[src/rtl/alu_mc.sv]
// alu_mc: multi-cycle ALU with valid/ready handshake and iterative unsigned MULU/DIVU
//   clk, rst_n          rising-edge clock, asynchronous active-low reset
//   in_valid/in_ready   request handshake; in_ready is high only while idle
//   opA, opB, sel       operands and op select (captured on accept)
//   out_valid/out_ready result handshake; outputs hold while out_valid is high
//   res, res_hi         result low word/quotient, high product word/remainder
//   z, c, v, err        zero, carry, signed overflow, illegal op or divide-by-zero
module alu_mc #(
    parameter int WIDTH = 32
) (
    input  logic             clk,
    input  logic             rst_n,
    input  logic             in_valid,
    output logic             in_ready,
    input  logic [WIDTH-1:0] opA,
    input  logic [WIDTH-1:0] opB,
    input  logic [3:0]       sel,
    output logic             out_valid,
    input  logic             out_ready,
    output logic [WIDTH-1:0] res,
    output logic [WIDTH-1:0] res_hi,
    output logic             z,
    output logic             c,
    output logic             v,
    output logic             err
);
    localparam int CW = $clog2(WIDTH) + 1;

    typedef enum logic [1:0] {IDLE, BUSY, DONE} state_t;

    state_t             state_q, state_d;
    logic [CW-1:0]      cnt_q, cnt_d;
    logic [2*WIDTH-1:0] acc_q, acc_d, acc_nx;
    logic [WIDTH-1:0]   b_q, b_d;
    logic               div_q, div_d;
    logic               in_ready_q, in_ready_d;
    logic               out_valid_q, out_valid_d;
    logic [WIDTH-1:0]   res_q, res_d, res_hi_q, res_hi_d;
    logic               z_q, z_d, c_q, c_d, v_q, v_d, err_q, err_d;

    logic [WIDTH:0]     add_s, sub_s, mul_s, div_r;
    logic [WIDTH-1:0]   div_rem, alu_r;
    logic               div_ge, alu_c, alu_v, alu_e;

    // single-cycle ops, evaluated straight from the request inputs
    always_comb begin
        add_s = {1'b0, opA} + {1'b0, opB};
        sub_s = {1'b0, opA} + {1'b0, ~opB} + {{WIDTH{1'b0}}, 1'b1};
        alu_r = '0;
        alu_c = 1'b0;
        alu_v = 1'b0;
        alu_e = 1'b0;
        case (sel)
            4'h0: begin
                alu_r = add_s[WIDTH-1:0];
                alu_c = add_s[WIDTH];
                alu_v = (opA[WIDTH-1] == opB[WIDTH-1]) && (add_s[WIDTH-1] != opA[WIDTH-1]);
            end
            4'h1: begin
                alu_r = sub_s[WIDTH-1:0];
                alu_c = sub_s[WIDTH];
                alu_v = (opA[WIDTH-1] != opB[WIDTH-1]) && (sub_s[WIDTH-1] != opA[WIDTH-1]);
            end
            4'h2: alu_r = opA & opB;
            4'h3: alu_r = opA | opB;
            4'h4: alu_r = ~opA;
            4'h5: alu_r = opA ^ opB;
            4'h6: alu_r = {{(WIDTH-1){1'b0}}, $signed(opA) < $signed(opB)};
            4'h7: alu_r = {{(WIDTH-1){1'b0}}, opA < opB};
            default: alu_e = 1'b1;
        endcase
    end

    // one iteration step; acc holds {high, low}: for MULU {partial, multiplier},
    // for DIVU {remainder, dividend/quotient}. With a zero divisor every trial
    // subtract succeeds, leaving quotient all ones and remainder equal to opA.
    always_comb begin
        mul_s   = {1'b0, acc_q[2*WIDTH-1:WIDTH]} + (acc_q[0] ? {1'b0, b_q} : '0);
        div_r   = {acc_q[2*WIDTH-1:WIDTH], acc_q[WIDTH-1]};
        div_ge  = div_r >= {1'b0, b_q};
        div_rem = div_ge ? WIDTH'(div_r - {1'b0, b_q}) : div_r[WIDTH-1:0];
        acc_nx  = div_q ? {div_rem, acc_q[WIDTH-2:0], div_ge} : {mul_s, acc_q[WIDTH-1:1]};
    end

    always_comb begin
        state_d  = state_q;
        cnt_d    = cnt_q;
        acc_d    = acc_q;
        b_d      = b_q;
        div_d    = div_q;
        res_d    = res_q;
        res_hi_d = res_hi_q;
        z_d      = z_q;
        c_d      = c_q;
        v_d      = v_q;
        err_d    = err_q;
        case (state_q)
            IDLE: if (in_valid && in_ready_q) begin
                if (sel[3:1] == 3'b100) begin
                    state_d = BUSY;
                    div_d   = sel[0];
                    b_d     = opB;
                    acc_d   = {{WIDTH{1'b0}}, opA};
                    cnt_d   = '0;
                end else begin
                    state_d  = DONE;
                    res_d    = alu_r;
                    res_hi_d = '0;
                    z_d      = alu_r == '0;
                    c_d      = alu_c;
                    v_d      = alu_v;
                    err_d    = alu_e;
                end
            end
            BUSY: begin
                acc_d = acc_nx;
                cnt_d = cnt_q + 1'b1;
                if (cnt_q == CW'(WIDTH - 1)) begin
                    state_d  = DONE;
                    cnt_d    = '0;
                    res_d    = acc_nx[WIDTH-1:0];
                    res_hi_d = acc_nx[2*WIDTH-1:WIDTH];
                    z_d      = acc_nx[WIDTH-1:0] == '0;
                    c_d      = 1'b0;
                    v_d      = 1'b0;
                    err_d    = div_q && (b_q == '0);
                end
            end
            DONE: if (out_ready) state_d = IDLE;
            default: state_d = IDLE;
        endcase
        in_ready_d  = state_d == IDLE;
        out_valid_d = state_d == DONE;
    end

    always_ff @(posedge clk or negedge rst_n) begin
        if (!rst_n) begin
            state_q     <= IDLE;
            cnt_q       <= '0;
            acc_q       <= '0;
            b_q         <= '0;
            div_q       <= 1'b0;
            in_ready_q  <= 1'b1;
            out_valid_q <= 1'b0;
            res_q       <= '0;
            res_hi_q    <= '0;
            z_q         <= 1'b0;
            c_q         <= 1'b0;
            v_q         <= 1'b0;
            err_q       <= 1'b0;
        end else begin
            state_q     <= state_d;
            cnt_q       <= cnt_d;
            acc_q       <= acc_d;
            b_q         <= b_d;
            div_q       <= div_d;
            in_ready_q  <= in_ready_d;
            out_valid_q <= out_valid_d;
            res_q       <= res_d;
            res_hi_q    <= res_hi_d;
            z_q         <= z_d;
            c_q         <= c_d;
            v_q         <= v_d;
            err_q       <= err_d;
        end
    end

    assign in_ready  = in_ready_q;
    assign out_valid = out_valid_q;
    assign res       = res_q;
    assign res_hi    = res_hi_q;
    assign z         = z_q;
    assign c         = c_q;
    assign v         = v_q;
    assign err       = err_q;
endmodule
[config.mk]
export PLATFORM = sky130hd
export DESIGN_NAME = alu_mc
export DESIGN_NICKNAME = d
export VERILOG_FILES = /design/src/rtl/alu_mc.sv
export SDC_FILE = /design/constraint.sdc
export NUM_CORES = 1
export LEC_CHECK = 0
export ABC_AREA = 1
export BUFFER_PORTS_ARGS = -buffer_cell sky130_fd_sc_hd__buf_2
export CAP_MARGIN = 40
export CORE_ASPECT_RATIO = 2
export CORE_MARGIN = 3
export CORE_UTILIZATION = 35
export CTS_CLUSTER_SIZE = 28
export DETAILED_ROUTE_END_ITERATION = 7
export GPL_ROUTABILITY_DRIVEN = 0
export PLACE_DENSITY = 0.54
export SLEW_MARGIN = 10
export SYNTH_ARGS = -nofsm -noshare
export SYNTH_HDL_FRONTEND = slang
export SYNTH_SLANG_ARGS = --single-unit
[constraint.sdc]
create_clock -name clk -period 7.35 [get_ports clk]
set_clock_uncertainty 0.2 [all_clocks]
set_input_delay 1.1025 -clock clk [delete_from_list [all_inputs] [get_ports clk]]
set_output_delay 1.1025 -clock clk [all_outputs]
set_load 0.03 [all_outputs]
After elaboration in Yosys (flattened, before gate mapping). Index checks and enable logic that the tools add are counted.

Bits in registers: 175. Input bits: 72. Logic and storage cells: 104.

Reductions and logical operators: 15. Bitwise gates (word level): 5. Add/sub/neg operators: 6. Equality and inequality tests: 20. Order comparisons: 3. Mux-type cells: 42.

Operators by type and width (count): 32-bit two-way mux (8); 32-bit case mux with 8 select lines (1); 64-bit two-way mux (3); 32-bit case mux with 2 select lines (2); 64-bit case mux with 2 select lines (1); 32-bit by 32-bit adder with 33-bit output (3); 32-bit zero test (3); 32-bit less-than comparator (2); 32-bit inverter (2); 33-bit by 1-bit adder with 33-bit output (second input constant) (1); 33-bit by 32-bit >= comparator with 1-bit output (1); 32-bit AND (1); 32-bit bitwise OR (1); 32-bit subtractor (1); 32-bit bitwise XOR (1); 6-bit two-way mux (3); 4-bit by 3-bit equality test with 1-bit output (second input constant) (4); 1-bit two-way mux (12); 1-bit case mux with 2 select lines (6); 6-bit case mux with 2 select lines (1); 4-bit by 2-bit equality test with 1-bit output (second input constant) (2); 2-bit two-way mux (4); 2-bit != test (second input constant) (4); 8-bit OR reduction (1); 15 further kinds (23).

Logic depth before layout (Yosys ltp). Gate-level depths: netlist of run 1.

Word-level depth: 9. Depth in mapped cells: 22. Gate-level depth less buffers: 21.

Worst setup path after synthesis of run 1. No wires, ideal clock.

Path type: input -> register. Start point: in opA[0]. End point: reg z_q, in the netlist z. Stages on the path: 16. Arrival time: 2.981 ns. Path buffers: 0. Data required time: 7.073 ns. Setup time: 0.077 ns. Slack: 4.091 ns. Path through: inv_1 ha_1 fa_1 o21ai_0 nand3_1 nand2_1 nand2_1 nand2_1 nand4_1 nand2_1 nand2_1 nand3_1 nand2_1 nor3_1 nand3_1 a21oi_1.

Cells in the longest elaborated chain, start to end: 7. Elaborated cells between the ends (all ways): 14. Classes of those cells: add/sub: 3; order compare: 2; mux: 4; bitwise: 4; reduce/logical: 1.

RTL lines: start, declared (RTL line 15) `input logic [WIDTH-1:0] opA,`; 32-bit by 32-bit adder with 33-bit output (RTL line 48) `sub_s = {1'b0, opA} + {1'b0, ~opB} + {{WIDTH{1'b0}}, 1'b1};`; 33-bit by 1-bit adder with 33-bit output (RTL line 48); 32-bit case mux with 8 select lines (*) (RTL line 53) `case (sel)`; 32-bit zero test (*) (RTL line 109) `z_d = alu_r == '0;`; 1-bit two-way mux (*) (RTL line 99) `if (sel[3:1] == 3'b100) begin`; 1-bit two-way mux (*) (RTL line 98) `IDLE: if (in_valid && in_ready_q) begin`; 1-bit case mux with 2 select lines (*) (RTL line 97) `case (state_q)`; end signal, assigned (RTL line 161) `z_q <= z_d;`; end, declared (RTL line 39) `logic z_q, z_d, c_q, c_d, v_q, v_d, err_q, err_d;`.

Every way passes the cells marked *; elsewhere a longest branch is shown, timed or not. The select of a mux whose other input is x is not followed. A chain may end at the register's enable or synchronous reset.

Final worst setup path of run 1.
Start point: in opA[13]. End point: reg z_q, in the netlist z.

Same word-level chain as after synthesis.

==> results of run 1 <==
-- synth_stat cells, types with 3 or more instances --
cell type  instances  area, sq um
nand2_1          880         3300
inv_1            484         1820
nand3_1          249         1250
nor2_1           228          856
ha_1             178         2230
dfrtp_1          174         4350
o21ai_0          167          836
a21oi_1          154          771
o221ai_1          39          342
nor3_1            38          190
buf_2             36          180
nand4_1           36          225
clkbuf_1          35          131
o211ai_1          32          240
o22ai_1           31          194
o21ai_1           27          135
o21bai_1          21          158
a221oi_1          20          175
xor2_1            18          158
buf_4             17          128
nor2_2            17          106
nand2_2           15         93.8
nor4_1            14         87.6
inv_2             12         45.0
xnor2_1           11         96.3
a21o_1             9         67.6
nand3b_1           9         67.6
buf_6              8         90.1
o211ai_2           7         87.6
or2_2              7         43.8
a211oi_1           6         45.0
a21oi_2            6         52.6
a31oi_1            6         37.5
buf_1              6         22.5
o21ai_2            6         52.6
nor2_4             5         56.3
a21boi_0           4         30.0
fa_1               4         80.1
nand3_2            3         30.0
nor3_2             3         30.0
-- power by group through the flow --
stage	clock network [mW]	logic [mW]	registers [mW]
after floorplan	0	3.48	1.87
after global placement	0	5.11	1.80
after detailed placement	0	5.18	1.81
after CTS	1.13	5.20	1.80
after global routing	1.17	5.79	1.84
final	1.12	5.27	1.81
-- sequential cells by signal, summed over array words and instances, names as in the netlist --
register / flops
acc_q: 64
b_q: 32
res: 32
res_hi: 32
cnt_q: 6
state_q: 2
c: 1
div_q: 1
err: 1
in_ready: 1
out_valid: 1
v: 1
z: 1
-- placed cells by master (no fill, tap or decap), types with 4 or more instances in the layout --
cell type | synthesis | routed
inv_2 | 12 | 12
or2_2 | 7 | 7
o21ai_1 | 27 | 27
nand2_1 | 880 | 880
inv_1 | 484 | 483
o21ai_0 | 167 | 167
a21oi_2 | 6 | 6
o21bai_1 | 21 | 21
buf_2 | 36 | 140
nand3b_1 | 9 | 9
o211ai_1 | 32 | 32
nor3_1 | 38 | 38
clkbuf_16 | 0 | 25
o221ai_1 | 39 | 39
nand2_2 | 15 | 14
nand4_1 | 36 | 36
fa_1 | 4 | 4
buf_4 | 17 | 15
a221oi_1 | 20 | 20
xnor2_1 | 11 | 11
nor2_4 | 5 | 8
nor2_2 | 17 | 17
o22ai_1 | 31 | 31
nor2_1 | 228 | 225
a21oi_1 | 154 | 154
a31oi_1 | 6 | 6
a21boi_0 | 4 | 4
xor2_1 | 18 | 18
o211ai_2 | 7 | 7
nor4_1 | 14 | 14
ha_1 | 178 | 178
o21ai_2 | 6 | 6
a211oi_1 | 6 | 6
dfrtp_1 | 174 | 173
a21o_1 | 9 | 9
nand3_1 | 249 | 249
-- per-layer routing --
metal | routed length [um] | vias to the layer above
met2 | 43500 | 863
met5 | 0 | -
li1 | - | 10109
met1 | 28400 | 9785
met3 | 3640 | 324
met4 | 8870 | 0
-- stage by stage --
| stage | hold WS [ns] | instance area (sq um) | setup WS (ns) |
|---|---|---|---|
| floorplan | 0.277 | 19100 | 4.09 |
| global placement | 0.265 | 20300 | 3.08 |
| detailed placement | 0.261 | 20400 | 3.04 |
| CTS | 0.277 | 21100 | 3.39 |
| global route | 0.294 | 21100 | 3.03 |
| finish | 0.274 | 21100 | 3.35 |
-- worst max-delay path, stage by stage --
cell and delay [ns]:
buf_2 0.13, inv_1 0.11, ha_1 0.54, nand2_2 0.11, inv_1 0.09, nand2_1 0.20
nor2_1 0.36, nand4_1 0.35, nand3_1 0.20, nand2_1 0.08, nand3_1 0.09, nand3_1 0.16
nor2_1 0.21, nand3_1 0.10, nor2_1 0.12, nand3_1 0.09, a21oi_1 0.15
-- final cells by class --
cell class	instances	share of cell area [%]
Sequential cell	175	20.8
Inverter	500	8.91
Clock buffer	29	3.08
Tap cell	671	3.98
Antenna cell	3	0.0356
Multi-Input combinational cell	2274	58.5
Clock inverter	4	0.356
Timing Repair Buffer	160	4.34
-- worst min-delay path by stage --
stage	to	slack, ns	cells past startpoint
after floorplan	acc_q[63]	0.28	2
after global placement	res_hi[2]	0.27	2
after detailed placement	res_hi[17]	0.26	2
after CTS	res_hi[17]	0.28	2
after global routing	res_hi[17]	0.29	2
final	res_hi[4]	0.27	2
-- logic make-up after synthesis --
group	Yosys count	synth area share [%]
XOR/XNOR	29	1.33
flip-flops	175	22.9
multiplexers	1	0.118
adder cells (fa/ha/maj)	182	12.0
buffers and inverters	602	12.7
AO/OA/AOI/OAI	549	17.5
AND/OR/NAND/NOR	1513	33.5
==> flow_summary.html, run 1 <==
<table>
<tr><th>Metric</th><th>Value</th></tr>
<tr><th colspan="2">Global routing</th></tr>
<tr><td>Met3 Track Usage GR</td><td>3.04%</td></tr>
<tr><td>Met1 demand-to-capacity share in global routing</td><td>27.8%</td></tr>
<tr><td>Total global-route track usage</td><td>28.9%</td></tr>
<tr><td>Global routing met2 resource utilization</td><td>53.4%</td></tr>
<tr><td>Maximum number of pins on one net before global-route repair</td><td>67</td></tr>
<tr><td>Number of global-route vias before repair</td><td>21749</td></tr>
<tr><td>Initial antenna violation count</td><td>2</td></tr>
<tr><td>First-pass GRT wire length</td><td>125 mm</td></tr>
<tr><td>GR Overflow Total</td><td>0</td></tr>
<tr><td>Grt peak-use layer</td><td>met2</td></tr>
<tr><th colspan="2">Floorplan</th></tr>
<tr><td>Initial Utilization</td><td>35.5%</td></tr>
<tr><td>Core ar.</td><td>53900 sq um</td></tr>
<tr><td>Number of top-level design ports</td><td>142</td></tr>
<tr><td>Die outline width</td><td>171 um</td></tr>
<tr><td>Die outline height</td><td>337 um</td></tr>
<tr><td>Standard-cell rows</td><td>120</td></tr>
<tr><td>Area of the die</td><td>57700 sq um</td></tr>
<tr><th colspan="2">Yosys</th></tr>
<tr><td>Count of yosys warnings during synthesis</td><td>0</td></tr>
<tr><td>Yosys cell types</td><td>61</td></tr>
<tr><td>Count of state elements after synthesis</td><td>175</td></tr>
<tr><td>Register area share after synthesis</td><td>22.9%</td></tr>
<tr><td>Fraction of registers with async set or reset after synthesis</td><td>100%</td></tr>
<tr><td>Synthesized area per cell</td><td>6.28 sq um</td></tr>
<tr><td>Post-Synthesis Cell Area</td><td>19100 sq um</td></tr>
<tr><td>Synthesized Nets</td><td>3305</td></tr>
<tr><td>Number of enable flip-flop cells after synthesis</td><td>0</td></tr>
<tr><td>Primary flip-flop cell chosen by synthesis mapping</td><td>dfrtp_1</td></tr>
<tr><td>Synthesized instance count</td><td>3051</td></tr>
<tr><th colspan="2">Clocking</th></tr>
<tr><td>H-tree levels</td><td>4</td></tr>
<tr><td>CTS tree</td><td>yes</td></tr>
<tr><td>Max Root-Sink Buffers</td><td>3</td></tr>
<tr><td>Number of clock buffers inserted by TritonCTS</td><td>25</td></tr>
<tr><td>Cts repair resizes</td><td>0</td></tr>
<tr><td>Buffer type at the clock tree root</td><td>clkbuf_16</td></tr>
<tr><td>Worst-Skew Late Latency</td><td>0.51 ns</td></tr>
<tr><td>Count of hold buffers inserted by post-cts repair</td><td>0</td></tr>
<tr><td>Clock-pin slew on the worst setup and hold paths</td><td>0.06 ns</td></tr>
<tr><td>Num Clock Sinks</td><td>175</td></tr>
<tr><td>Count of buffers added by post-CTS timing repair for setup</td><td>0</td></tr>
<tr><th colspan="2">Timing</th></tr>
<tr><td>RSZ-0062 raised after global routing</td><td>false</td></tr>
<tr><td>Sum of negative setup slack</td><td>0 ns</td></tr>
<tr><td>Least-Margin Pin Slew</td><td>0.957 ns</td></tr>
<tr><td>Share of the clock period used by the worst path</td><td>54.4%</td></tr>
<tr><td>Fmax</td><td>0.250 GHz</td></tr>
<tr><td>Slew HR</td><td>35.6%</td></tr>
<tr><td>Final Critical Period</td><td>4.00 ns</td></tr>
<tr><td>Final setup viols</td><td>0</td></tr>
<tr><td>Hold violation total from the final report</td><td>0</td></tr>
<tr><td>Number of max-slew violations in the final report</td><td>0</td></tr>
<tr><th colspan="2">Route</th></tr>
<tr><td>First-pass detailed-route iteration total</td><td>8</td></tr>
<tr><td>DR vias</td><td>21081</td></tr>
<tr><td>Drt via density</td><td>5.52</td></tr>
<tr><td>Post-DR wirelength/cell</td><td>22.1 um</td></tr>
<tr><td>Remaining DRCs</td><td>0</td></tr>
<tr><td>Wire length reported by the detailed router</td><td>84.4 mm</td></tr>
<tr><td>Violation count after the first detailed-route iteration</td><td>1609</td></tr>
<tr><td>DRT antenna net count</td><td>0</td></tr>
<tr><th colspan="2">Finish</th></tr>
<tr><td>Share of layout cells above drive strength 1</td><td>9.07%</td></tr>
<tr><td>Area of the multi-input gates</td><td>12400 sq um</td></tr>
<tr><td>Sequential cell area</td><td>4380 sq um</td></tr>
<tr><td>Area added between synthesis and finish</td><td>10.3%</td></tr>
<tr><td>Post-layout nets</td><td>3390</td></tr>
<tr><td>Number of filler instances in the final layout</td><td>5844</td></tr>
<tr><td>Number of cells in the finished layout apart from fillers</td><td>3816</td></tr>
<tr><td>Fin util</td><td>39.2%</td></tr>
<tr><th colspan="2">Power</th></tr>
<tr><td>Post-layout total power</td><td>8.20 mW</td></tr>
<tr><td>Power share of the sequential group</td><td>22.0%</td></tr>
<tr><td>Pwr/cell area</td><td>388 nW/um^2</td></tr>
<tr><td>Power spent charging and discharging nets</td><td>4.53 mW</td></tr>
<tr><td>Worst supply voltage drop on vdd</td><td>0.000169 V</td></tr>
<tr><td>Portion of total power attributed to combinational logic</td><td>64.3%</td></tr>
<tr><td>Proportion of power drawn by the clock network</td><td>13.7%</td></tr>
<tr><td>Leakage power figure</td><td>11.2 nW</td></tr>
<tr><td>Internal</td><td>3.67 mW</td></tr>
<tr><td>Net Sw Frac</td><td>55.3%</td></tr>
<tr><th colspan="2">Worst setup path</th></tr>
<tr><td>Maximum fanout along the worst path</td><td>9</td></tr>
<tr><td>Critical path arrival</td><td>4.21 ns</td></tr>
<tr><td>Critical Path RT</td><td>7.57 ns</td></tr>
<tr><td>Type of the worst setup path</td><td>in -&gt; reg</td></tr>
<tr><td>Worst-case reg-to-reg path depth</td><td>15</td></tr>
<tr><td>Crit path from</td><td>opA[13]</td></tr>
<tr><td>Slack of the worst reg-to-reg path</td><td>3.39 ns</td></tr>
<tr><td>Reg-to-reg endpoint</td><td>res_hi[27]</td></tr>
<tr><td>Startpoint of the lowest-slack register-to-register path</td><td>b_q[4]</td></tr>
<tr><td>Element type at the critical path start</td><td>input pin</td></tr>
<tr><td>Worst setup endpoint</td><td>z</td></tr>
<tr><td>Critical path capture point type</td><td>flop</td></tr>
<tr><th colspan="2">Placed design</th></tr>
<tr><td>Number of placed cells counting well taps</td><td>3780</td></tr>
<tr><td>Dpl hpwl</td><td>69.3 mm</td></tr>
<tr><td>IO buf count</td><td>141</td></tr>
<tr><th colspan="2">Min path</th></tr>
<tr><td>Class of the tightest hold or removal check</td><td>reg -&gt; reg</td></tr>
<tr><td>Hold path startpoint</td><td>res_hi[4]</td></tr>
<tr><th colspan="2">Status</th></tr>
<tr><td>Outcome</td><td>finished, final reports clean</td></tr>
<tr><th colspan="2">Job</th></tr>
<tr><td>Max-cap violations</td><td>0</td></tr>
</table>
(Power assumes the default switching activity.)
==> run 2: changes to the inputs <==
--- a/config.mk
+++ b/config.mk
@@ -5,7 +5,7 @@
 export SDC_FILE = /design/constraint.sdc
 export NUM_CORES = 1
 export LEC_CHECK = 0
-export ABC_AREA = 1
+export ABC_AREA = 0
 export BUFFER_PORTS_ARGS = -buffer_cell sky130_fd_sc_hd__buf_2
 export CAP_MARGIN = 40
 export CORE_ASPECT_RATIO = 2
==> constraint.sdc (replaced) <==
create_clock -name clk -period 3.91 [get_ports clk]
set_clock_uncertainty 0.2 [all_clocks]
set_input_delay 0.5865 -clock clk [delete_from_list [all_inputs] [get_ports clk]]
set_output_delay 0.5865 -clock clk [all_outputs]
set_load 0.03 [all_outputs]
==> flow_summary.html, run 2 <==
<table>
<tr><th>Metric</th><th>Value</th></tr>
<tr><th colspan="2">Status</th></tr>
<tr><td>Outcome</td><td>complete, but fails checks</td></tr>
<tr><td>Violated checks</td><td>setup timing</td></tr>
<tr><th colspan="2">Floorplan</th></tr>
<tr><td>Area of the die</td><td>53300 sq um (-7.7%)</td></tr>
<tr><td>Standard-cell rows</td><td>115 (-4.2%)</td></tr>
<tr><td>Number of top-level design ports</td><td>142 (unchanged)</td></tr>
<tr><td>Initial Utilization</td><td>35.6% (+0.12 points)</td></tr>
<tr><td>Die outline width</td><td>165 um (-3.9%)</td></tr>
<tr><td>Die outline height</td><td>324 um (-3.9%)</td></tr>
<tr><td>Core ar.</td><td>49500 sq um (-8.2%)</td></tr>
<tr><th colspan="2">Worst setup path</th></tr>
<tr><td>Type of the worst setup path</td><td>reg -&gt; reg</td></tr>
<tr><td>Startpoint of the lowest-slack register-to-register path</td><td>acc_q[0]</td></tr>
<tr><td>Critical Path RT</td><td>4.10 ns (-3.47 ns)</td></tr>
<tr><td>Maximum fanout along the worst path</td><td>3 (-6)</td></tr>
<tr><td>CP bufs+invs</td><td>2 (-1)</td></tr>
<tr><td>Most prevalent standard cell on the critical path</td><td>buf_4</td></tr>
<tr><td>Cells along the critical path</td><td>and2_4 &gt; ha_4 &gt; fa_2 &gt; a21oi_4 &gt; o21ai_2 &gt; a41o_1 &gt; a221oi_2 &gt; buf_4 &gt; o21ai_4 &gt; o41ai_4 &gt; o21bai_1 &gt; a21oi_1 &gt; xor2_1 &gt; buf_4 &gt; nor3_2 &gt; a211o_1</td></tr>
<tr><td>Reg-to-reg endpoint</td><td>acc_q[55]</td></tr>
<tr><td>Cell with the biggest individual delay on the critical path</td><td>dfrtp_1</td></tr>
<tr><td>Maximum cell stage delay along the critical path</td><td>0.41 ns (-0.13 ns)</td></tr>
<tr><td>Critical path capture point type</td><td>flop</td></tr>
<tr><td>Worst-case reg-to-reg path depth</td><td>16 (+1)</td></tr>
<tr><td>Slack of the worst reg-to-reg path</td><td>-0.04 ns (-3.43 ns)</td></tr>
<tr><td>Element type at the critical path start</td><td>flop</td></tr>
<tr><td>Critical path arrival</td><td>4.14 ns (-0.07 ns)</td></tr>
<tr><td>Gate family responsible for the most delay along the worst path</td><td>compound AO/OA/AOI/OAI gates</td></tr>
<tr><th colspan="2">Yosys</th></tr>
<tr><td>Ranking of synthesized cells by area</td><td>dfrtp_1 (25%), ha_1 (13%), nand2_1 (6.1%)</td></tr>
<tr><td>Library cell with the largest summed area after synthesis</td><td>dfrtp_1</td></tr>
<tr><td>Yosys top cell area share</td><td>24.7% (+1.9 points)</td></tr>
<tr><td>Count of state elements after synthesis</td><td>175 (unchanged)</td></tr>
<tr><td>Count of yosys warnings during synthesis</td><td>0 (unchanged)</td></tr>
<tr><td>Synthesized Nets</td><td>2537 (-23%)</td></tr>
<tr><td>Most numerous cell in the Yosys netlist</td><td>nand2_1</td></tr>
<tr><td>Fraction of registers with async set or reset after synthesis</td><td>100% (unchanged)</td></tr>
<tr><td>Post-synth top cells</td><td>nand2_1 (285), ha_1 (178), dfrtp_1 (174), a21oi_1 (171), o21ai_0 (170)</td></tr>
<tr><td>Primary flip-flop cell chosen by synthesis mapping</td><td>dfrtp_1</td></tr>
<tr><td>Post-Synthesis Cell Area</td><td>17600 sq um (-7.9%)</td></tr>
<tr><td>Synthesized instance count</td><td>2283 (-25%)</td></tr>
<tr><td>Yosys cell types</td><td>103 (+69%)</td></tr>
<tr><td>Number of enable flip-flop cells after synthesis</td><td>0 (unchanged)</td></tr>
<tr><td>Synthesized area per cell</td><td>7.73 sq um (+23%)</td></tr>
<tr><td>Register area share after synthesis</td><td>24.8% (+2.0 points)</td></tr>
<tr><th colspan="2">Finish</th></tr>
<tr><td>Number of cells in the finished layout apart from fillers</td><td>3397 (-11%)</td></tr>
<tr><td>Number of filler instances in the final layout</td><td>5037 (-14%)</td></tr>
<tr><td>Final standard cell area without fillers</td><td>23000 sq um (+9.0%)</td></tr>
<tr><td>Share of layout cells above drive strength 1</td><td>25.5% (+16 points)</td></tr>
<tr><td>Sequential cell area</td><td>4380 sq um (about the same)</td></tr>
<tr><td>Post-layout nets</td><td>3002 (-11%)</td></tr>
<tr><td>Antenna fix cells</td><td>0 (-3)</td></tr>
<tr><td>Area of the multi-input gates</td><td>12400 sq um (+0.54%)</td></tr>
<tr><td>Register with the highest flop count</td><td>acc_q</td></tr>
<tr><td>Commonest non-fill, non-tap cells in the layout</td><td>buf_4 (422), nand2_1 (283), ha_1 (175)</td></tr>
<tr><td>Number of flip-flops in the largest register</td><td>64 (unchanged)</td></tr>
<tr><td>Area added between synthesis and finish</td><td>30.5%</td></tr>
<tr><td>Most common cell after layout, fill and taps aside</td><td>buf_4</td></tr>
<tr><th colspan="2">Placed design</th></tr>
<tr><td>Dpl hpwl</td><td>65.1 mm (-6.1%)</td></tr>
<tr><td>Instance area after placement</td><td>21900 sq um (+7.5%)</td></tr>
<tr><td>Number of placed cells counting well taps</td><td>3353 (-11%)</td></tr>
<tr><td>Worst setup timing slack at the placement stage</td><td>-0.815 ns (-3.86 ns)</td></tr>
<tr><td>IO buf count</td><td>141 (unchanged)</td></tr>
<tr><th colspan="2">Timing</th></tr>
<tr><td>Hold violation total from the final report</td><td>0 (unchanged)</td></tr>
<tr><td>Share of the clock period used by the worst path</td><td>101%</td></tr>
<tr><td>Sum of negative setup slack</td><td>-0.0485 ns (-0.0485 ns)</td></tr>
<tr><td>Final setup viols</td><td>2 (+2)</td></tr>
<tr><td>Slew HR</td><td>42.0% (+6.3 points)</td></tr>
<tr><td>Fmax</td><td>0.253 GHz</td></tr>
<tr><td>Least-Margin Pin Slew</td><td>0.864 ns (-0.0925 ns)</td></tr>
<tr><td>RSZ-0062 raised after global routing</td><td>true</td></tr>
<tr><td>Final Critical Period</td><td>3.95 ns</td></tr>
<tr><td>Final worst slack</td><td>-0.0386 ns (-3.39 ns)</td></tr>
<tr><td>Number of max-slew violations in the final report</td><td>0 (unchanged)</td></tr>
<tr><th colspan="2">Route</th></tr>
<tr><td>Post-DR wirelength/cell</td><td>23.5 um (+6.3%)</td></tr>
<tr><td>Drt via density</td><td>5.88 (+6.4%)</td></tr>
<tr><td>First-pass detailed-route iteration total</td><td>5 (-3)</td></tr>
<tr><td>DRT antenna net count</td><td>0 (unchanged)</td></tr>
<tr><td>Wire length reported by the detailed router</td><td>79.9 mm (-5.3%)</td></tr>
<tr><td>Violation count after the first detailed-route iteration</td><td>1317 (-18%)</td></tr>
<tr><td>Remaining DRCs</td><td>0 (unchanged)</td></tr>
<tr><td>DR vias</td><td>19959 (-5.3%)</td></tr>
<tr><th colspan="2">Clocking</th></tr>
<tr><td>Clock-pin slew on the worst setup and hold paths</td><td>0.07 ns (about the same)</td></tr>
<tr><td>Max Root-Sink Buffers</td><td>3 (unchanged)</td></tr>
<tr><td>Worst-Skew Late Latency</td><td>0.51 ns (about the same)</td></tr>
<tr><td>CTS tree</td><td>yes</td></tr>
<tr><td>Number of clock buffers inserted by TritonCTS</td><td>25 (unchanged)</td></tr>
<tr><td>H-tree levels</td><td>4 (unchanged)</td></tr>
<tr><td>Buffer type at the clock tree root</td><td>clkbuf_16</td></tr>
<tr><td>Num Clock Sinks</td><td>175 (unchanged)</td></tr>
<tr><th colspan="2">Power</th></tr>
<tr><td>Worst supply voltage drop on vdd</td><td>0.000439 V (+160%)</td></tr>
<tr><td>Post-layout total power</td><td>16.4 mW (+100%)</td></tr>
<tr><td>Leakage power figure</td><td>11.1 nW (-1.5%)</td></tr>
<tr><td>Pwr/cell area</td><td>711 nW/um^2 (+83%)</td></tr>
<tr><th colspan="2">Global routing</th></tr>
<tr><td>First-pass GRT wire length</td><td>119 mm (-5.0%)</td></tr>
<tr><td>GR Overflow Total</td><td>0 (unchanged)</td></tr>
<tr><td>Number of global-route vias before repair</td><td>20641 (-5.1%)</td></tr>
<tr><td>Total global-route track usage</td><td>29.6% (+0.66 points)</td></tr>
<tr><td>Initial antenna violation count</td><td>0 (-2)</td></tr>
<tr><td>Maximum number of pins on one net before global-route repair</td><td>74 (+10%)</td></tr>
<tr><th colspan="2">Min path</th></tr>
<tr><td>Worst min-delay path endpoint</td><td>b_q[30]</td></tr>
<tr><td>Hold path startpoint</td><td>opB[30]</td></tr>
<tr><td>Depth of the worst hold-timing path</td><td>3 (+1)</td></tr>
<tr><td>Class of the tightest hold or removal check</td><td>in -&gt; reg</td></tr>
<tr><th colspan="2">Job</th></tr>
<tr><td>Max-cap violations</td><td>0 (unchanged)</td></tr>
</table>
run 2: worst min-delay path: stages:
cell	delay, ns
buf_2	0.12
nand2_1	0.05
o21ai_0	0.07
run 2: kinds of logic after synthesis:
logic type	count (synthesis)	synth area share, %
compound gates	788	29.8
xor+xnor	67	3.33
fa+ha+maj	182	13.1
buf+inv	289	6.70
flops	175	24.8
mux	30	1.81
simple gates	752	20.5
run 2: stage by stage:
step | hold WS [ns] | utilization, %
floorplan | 0.0909 | -
global placement | 0.247 | 44.2
CTS | 0.122 | 45.9
global route | 0.152 | 46.5
finish | 0.152 | 46.5
detailed placement | 0.251 | 44.3
run 2: layout make-up:
cell class	count	area share, %
clock inverters	4	0.326
inverters	151	2.46
clock buffers	29	2.83
well taps	643	3.49
flip-flops and latches	175	19.0
repair buffers	576	17.9
multi-input cells	1819	54.0
run 2: worst max path at each step:
stage,start,to,slack [ns],depth (start not counted)
after floorplan,acc_q[0],acc_q[55],0.11,15
after global placement,opA[1],z,-1.07,15
after detailed placement,opA[1],z,-0.81,16
after CTS,acc_q[0],acc_q[55],0.01,16
after global routing,acc_q[0],acc_q[55],-0.15,16
final,acc_q[0],acc_q[55],-0.04,16
run 2: repair_timing:
item,4_1_cts,5_1_grt
endpoints found under the setup margin,10,49
hold buffers,1,0
endpoints found under the hold margin,69,0
setup buffers,1,9
gates resized for setup,14,50
pin swaps,3,28
run 2: power by group:
part | switching, mW | leakage [nW] | internal [mW] | total (mW)
clock | 0.793 | 0.347 | 1.30 | 2.09
sequential | 0.927 | 2.18 | 2.53 | 3.46
combinational | 6.22 | 8.55 | 4.60 | 10.8
total | 7.94 | 11.1 | 8.42 | 16.4
run 2: metal layers:
metal	wire length [um]	vias to the layer above	GRT usage (%)
li1	-	9223	-
met1	26900	9514	29.0
met2	40900	884	54.4
met3	3750	338	3.13
met4	8330	0	24.9
met5	0	-	0
==> run 3: changes to the inputs <==
--- a/config.mk
+++ b/config.mk
@@ -6,7 +6,7 @@
 export NUM_CORES = 1
 export LEC_CHECK = 0
 export ABC_AREA = 0
-export BUFFER_PORTS_ARGS = -buffer_cell sky130_fd_sc_hd__buf_2
+export BUFFER_PORTS_ARGS = -buffer_cell sky130_fd_sc_hd__clkbuf_2
 export CAP_MARGIN = 40
 export CORE_ASPECT_RATIO = 2
 export CORE_MARGIN = 3
==> flow_summary.html, run 3 (synthesis results as in run 2) <==
<table>
<tr><th>Metric</th><th>Value</th></tr>
<tr><th colspan="2">Global routing</th></tr>
<tr><td>Total global-route track usage</td><td>29.3% (-0.27 points)</td></tr>
<tr><td>Number of global-route vias before repair</td><td>20473 (-0.81%)</td></tr>
<tr><td>First-pass GRT wire length</td><td>118 mm (-1.1%)</td></tr>
<tr><td>Initial antenna violation count</td><td>2 (+2)</td></tr>
<tr><td>Maximum number of pins on one net before global-route repair</td><td>79 (+6.8%)</td></tr>
<tr><td>GR Overflow Total</td><td>0 (unchanged)</td></tr>
<tr><th colspan="2">Route</th></tr>
<tr><td>Wire length reported by the detailed router</td><td>79.0 mm (-1.1%)</td></tr>
<tr><td>Drt via density</td><td>5.79 (-1.5%)</td></tr>
<tr><td>Post-DR wirelength/cell</td><td>23.2 um (-1.3%)</td></tr>
<tr><td>Violation count after the first detailed-route iteration</td><td>1152 (-13%)</td></tr>
<tr><td>First-pass detailed-route iteration total</td><td>5 (unchanged)</td></tr>
<tr><td>Remaining DRCs</td><td>0 (unchanged)</td></tr>
<tr><td>DRT antenna net count</td><td>0 (unchanged)</td></tr>
<tr><td>DR vias</td><td>19709 (-1.3%)</td></tr>
<tr><th colspan="2">Finish</th></tr>
<tr><td>Share of layout cells above drive strength 1</td><td>25.4% (-0.17 points)</td></tr>
<tr><td>Most common cell after layout, fill and taps aside</td><td>buf_4</td></tr>
<tr><td>Number of flip-flops in the largest register</td><td>64 (unchanged)</td></tr>
<tr><td>Post-layout nets</td><td>3009 (+0.23%)</td></tr>
<tr><td>Register with the highest flop count</td><td>acc_q</td></tr>
<tr><td>Commonest non-fill, non-tap cells in the layout</td><td>buf_4 (430), nand2_1 (285), ha_1 (176)</td></tr>
<tr><td>Area added between synthesis and finish</td><td>30.0%</td></tr>
<tr><th colspan="2">Worst setup path</th></tr>
<tr><td>Maximum fanout along the worst path</td><td>26 (+23)</td></tr>
<tr><td>Critical path arrival</td><td>4.06 ns (-0.08 ns)</td></tr>
<tr><td>Critical Path RT</td><td>4.10 ns (about the same)</td></tr>
<tr><td>Element type at the critical path start</td><td>flop</td></tr>
<tr><td>Crit path from</td><td>acc_q[0]</td></tr>
<tr><td>Critical path capture point type</td><td>flop</td></tr>
<tr><td>Type of the worst setup path</td><td>reg -&gt; reg</td></tr>
<tr><td>Startpoint of the lowest-slack register-to-register path</td><td>acc_q[0]</td></tr>
<tr><th colspan="2">Power</th></tr>
<tr><td>Proportion of power drawn by the clock network</td><td>12.7% (about the same)</td></tr>
<tr><td>Post-layout total power</td><td>16.1 mW (-1.8%)</td></tr>
<tr><td>Net Sw Frac</td><td>48.8% (+0.24 points)</td></tr>
<tr><td>Pwr/cell area</td><td>701 nW/um^2 (-1.4%)</td></tr>
<tr><td>Portion of total power attributed to combinational logic</td><td>65.8% (-0.3 points)</td></tr>
<tr><td>Internal</td><td>8.23 mW (-2.3%)</td></tr>
<tr><td>Power spent charging and discharging nets</td><td>7.84 mW (-1.3%)</td></tr>
<tr><td>Power share of the sequential group</td><td>21.5% (+0.4 points)</td></tr>
<tr><td>Worst supply voltage drop on vdd</td><td>0.000344 V (-22%)</td></tr>
<tr><td>Leakage power figure</td><td>11.1 nW (about the same)</td></tr>
<tr><th colspan="2">Clocking</th></tr>
<tr><td>CTS tree</td><td>yes</td></tr>
<tr><td>Number of clock buffers inserted by TritonCTS</td><td>25 (unchanged)</td></tr>
<tr><td>Num Clock Sinks</td><td>175 (unchanged)</td></tr>
<tr><td>Clock-pin slew on the worst setup and hold paths</td><td>0.06 ns (about the same)</td></tr>
<tr><td>H-tree levels</td><td>4 (unchanged)</td></tr>
<tr><td>Worst-Skew Late Latency</td><td>0.52 ns (about the same)</td></tr>
<tr><td>Max Root-Sink Buffers</td><td>3 (unchanged)</td></tr>
<tr><td>Buffer type at the clock tree root</td><td>clkbuf_16</td></tr>
<tr><th colspan="2">Timing</th></tr>
<tr><td>Fmax</td><td>0.259 GHz (+2.1%)</td></tr>
<tr><td>Slew HR</td><td>42.6% (+0.70 points)</td></tr>
<tr><td>Final hold slack</td><td>0.170 ns (+0.0185 ns)</td></tr>
<tr><td>Sum of negative setup slack</td><td>0 ns (+0.0485 ns)</td></tr>
<tr><td>Hold violation total from the final report</td><td>0 (unchanged)</td></tr>
<tr><td>Final setup viols</td><td>0 (-2)</td></tr>
<tr><td>RSZ-0062 raised after global routing</td><td>true</td></tr>
<tr><td>Share of the clock period used by the worst path</td><td>98.9% (-2.1 points)</td></tr>
<tr><td>Number of max-slew violations in the final report</td><td>0 (unchanged)</td></tr>
<tr><td>Final Critical Period</td><td>3.87 ns (-0.0828 ns)</td></tr>
<tr><td>Final worst slack</td><td>0.0442 ns (+0.0828 ns)</td></tr>
<tr><td>Least-Margin Pin Slew</td><td>0.853 ns (-0.0111 ns)</td></tr>
<tr><th colspan="2">Placed design</th></tr>
<tr><td>Dpl hpwl</td><td>64.6 mm (-0.66%)</td></tr>
<tr><td>IO buf count</td><td>141 (unchanged)</td></tr>
<tr><td>Worst setup timing slack at the placement stage</td><td>-1.15 ns (-0.331 ns)</td></tr>
<tr><th colspan="2">Floorplan</th></tr>
<tr><td>Number of top-level design ports</td><td>142 (unchanged)</td></tr>
<tr><td>Die outline width</td><td>165 um (unchanged)</td></tr>
<tr><td>Standard-cell rows</td><td>115 (unchanged)</td></tr>
<tr><td>Area of the die</td><td>53300 sq um (unchanged)</td></tr>
<tr><td>Core ar.</td><td>49500 sq um (unchanged)</td></tr>
<tr><td>Initial Utilization</td><td>35.6% (unchanged)</td></tr>
<tr><td>Die outline height</td><td>324 um (unchanged)</td></tr>
<tr><th colspan="2">Min path</th></tr>
<tr><td>Class of the tightest hold or removal check</td><td>in -&gt; reg</td></tr>
<tr><td>Hold path startpoint</td><td>opB[30]</td></tr>
<tr><th colspan="2">Job</th></tr>
<tr><td>Max-cap violations</td><td>0 (unchanged)</td></tr>
<tr><th colspan="2">Status</th></tr>
<tr><td>Outcome</td><td>finished, final reports clean</td></tr>
</table>
run 3: worst max-delay path, cell delays in order, from the launching register on:
cell	delay, ns
dfrtp_1	0.37
buf_4	0.29
and2_1	0.20
ha_1	0.24
inv_1	0.13
o21ai_0	0.14
a211o_1	0.34
a221oi_2	0.24
buf_4	0.17
o21ai_1	0.11
o41ai_2	0.34
o21bai_1	0.12
a21oi_1	0.17
xor2_1	0.26
mux2i_1	0.20
a22o_1	0.24
run 3: metal layers:
metal  routed length [um]  GRT usage, %  up-vias  share of wire (%)
met3                 3560          3.17      333                4.5
li1                     -             -     9220                  -
met2                40200          52.7      833                 51
met4                 8970          27.7        0                 11
met1                26200          28.5     9323                 33
met5                    0             0        -                  0
run 3: area by class of cell:
| cell class | count | area (sq um) |
|---|---|---|
| Fill cell | 5091 | 26600 |
| Multi-Input combinational cell | 1819 | 12300 |
| Sequential cell | 175 | 4380 |
| Timing Repair Buffer | 583 | 4170 |
| Tap cell | 643 | 805 |
| Clock buffer | 29 | 661 |
| Inverter | 151 | 567 |
| Clock inverter | 4 | 48.8 |
| Antenna cell | 1 | 2.50 |
run 3: per-stage QoR:
step | util [%] | std cells | cell area [sq um]
floorplan | - | 2283 | 17600
global placement | 44.4 | 3362 | 22000
detailed placement | 44.4 | 3364 | 22000
CTS | 46.0 | 3399 | 22800
global route | 46.3 | 3404 | 22900
finish | 46.3 | 3405 | 22900
run 3: path summary, 6_finish.rpt:
| kind | endpoint | slack (ns) | cells past startpoint |
|---|---|---|---|
| max | res_hi[23] | 0.04 | 15 |
| min | b_q[30] | 0.17 | 3 |
| max reg2reg | res_hi[23] | 0.04 | 15 |
| min reg2reg | res_hi[6] | 0.27 | 2 |
| max in group asynchronous | in_ready | 2.19 | 3 |
| min in group asynchronous | acc_q[59] | 0.47 | 2 |
run 3: timing repair:
| action | in CTS | in global routing |
|---|---|---|
| pin swaps | 6 | 14 |
| setup buffers | 1 | 5 |
| resized for setup | 11 | 31 |
| hold buffers | 1 | 0 |
| setup endpoints to repair | 10 | 61 |
| endpoints found under the hold margin | 74 | 0 |
run 3: power by group through the flow:
stage                     Sequential [mW]  Clock [mW]  Combinational [mW]
after floorplan                      3.40           0                6.21
after global placement               3.45           0                10.1
after detailed placement             3.46           0                10.3
after CTS                            3.43        2.07                10.4
after global routing                 3.54        2.14                11.5
final                                3.46        2.04                10.6
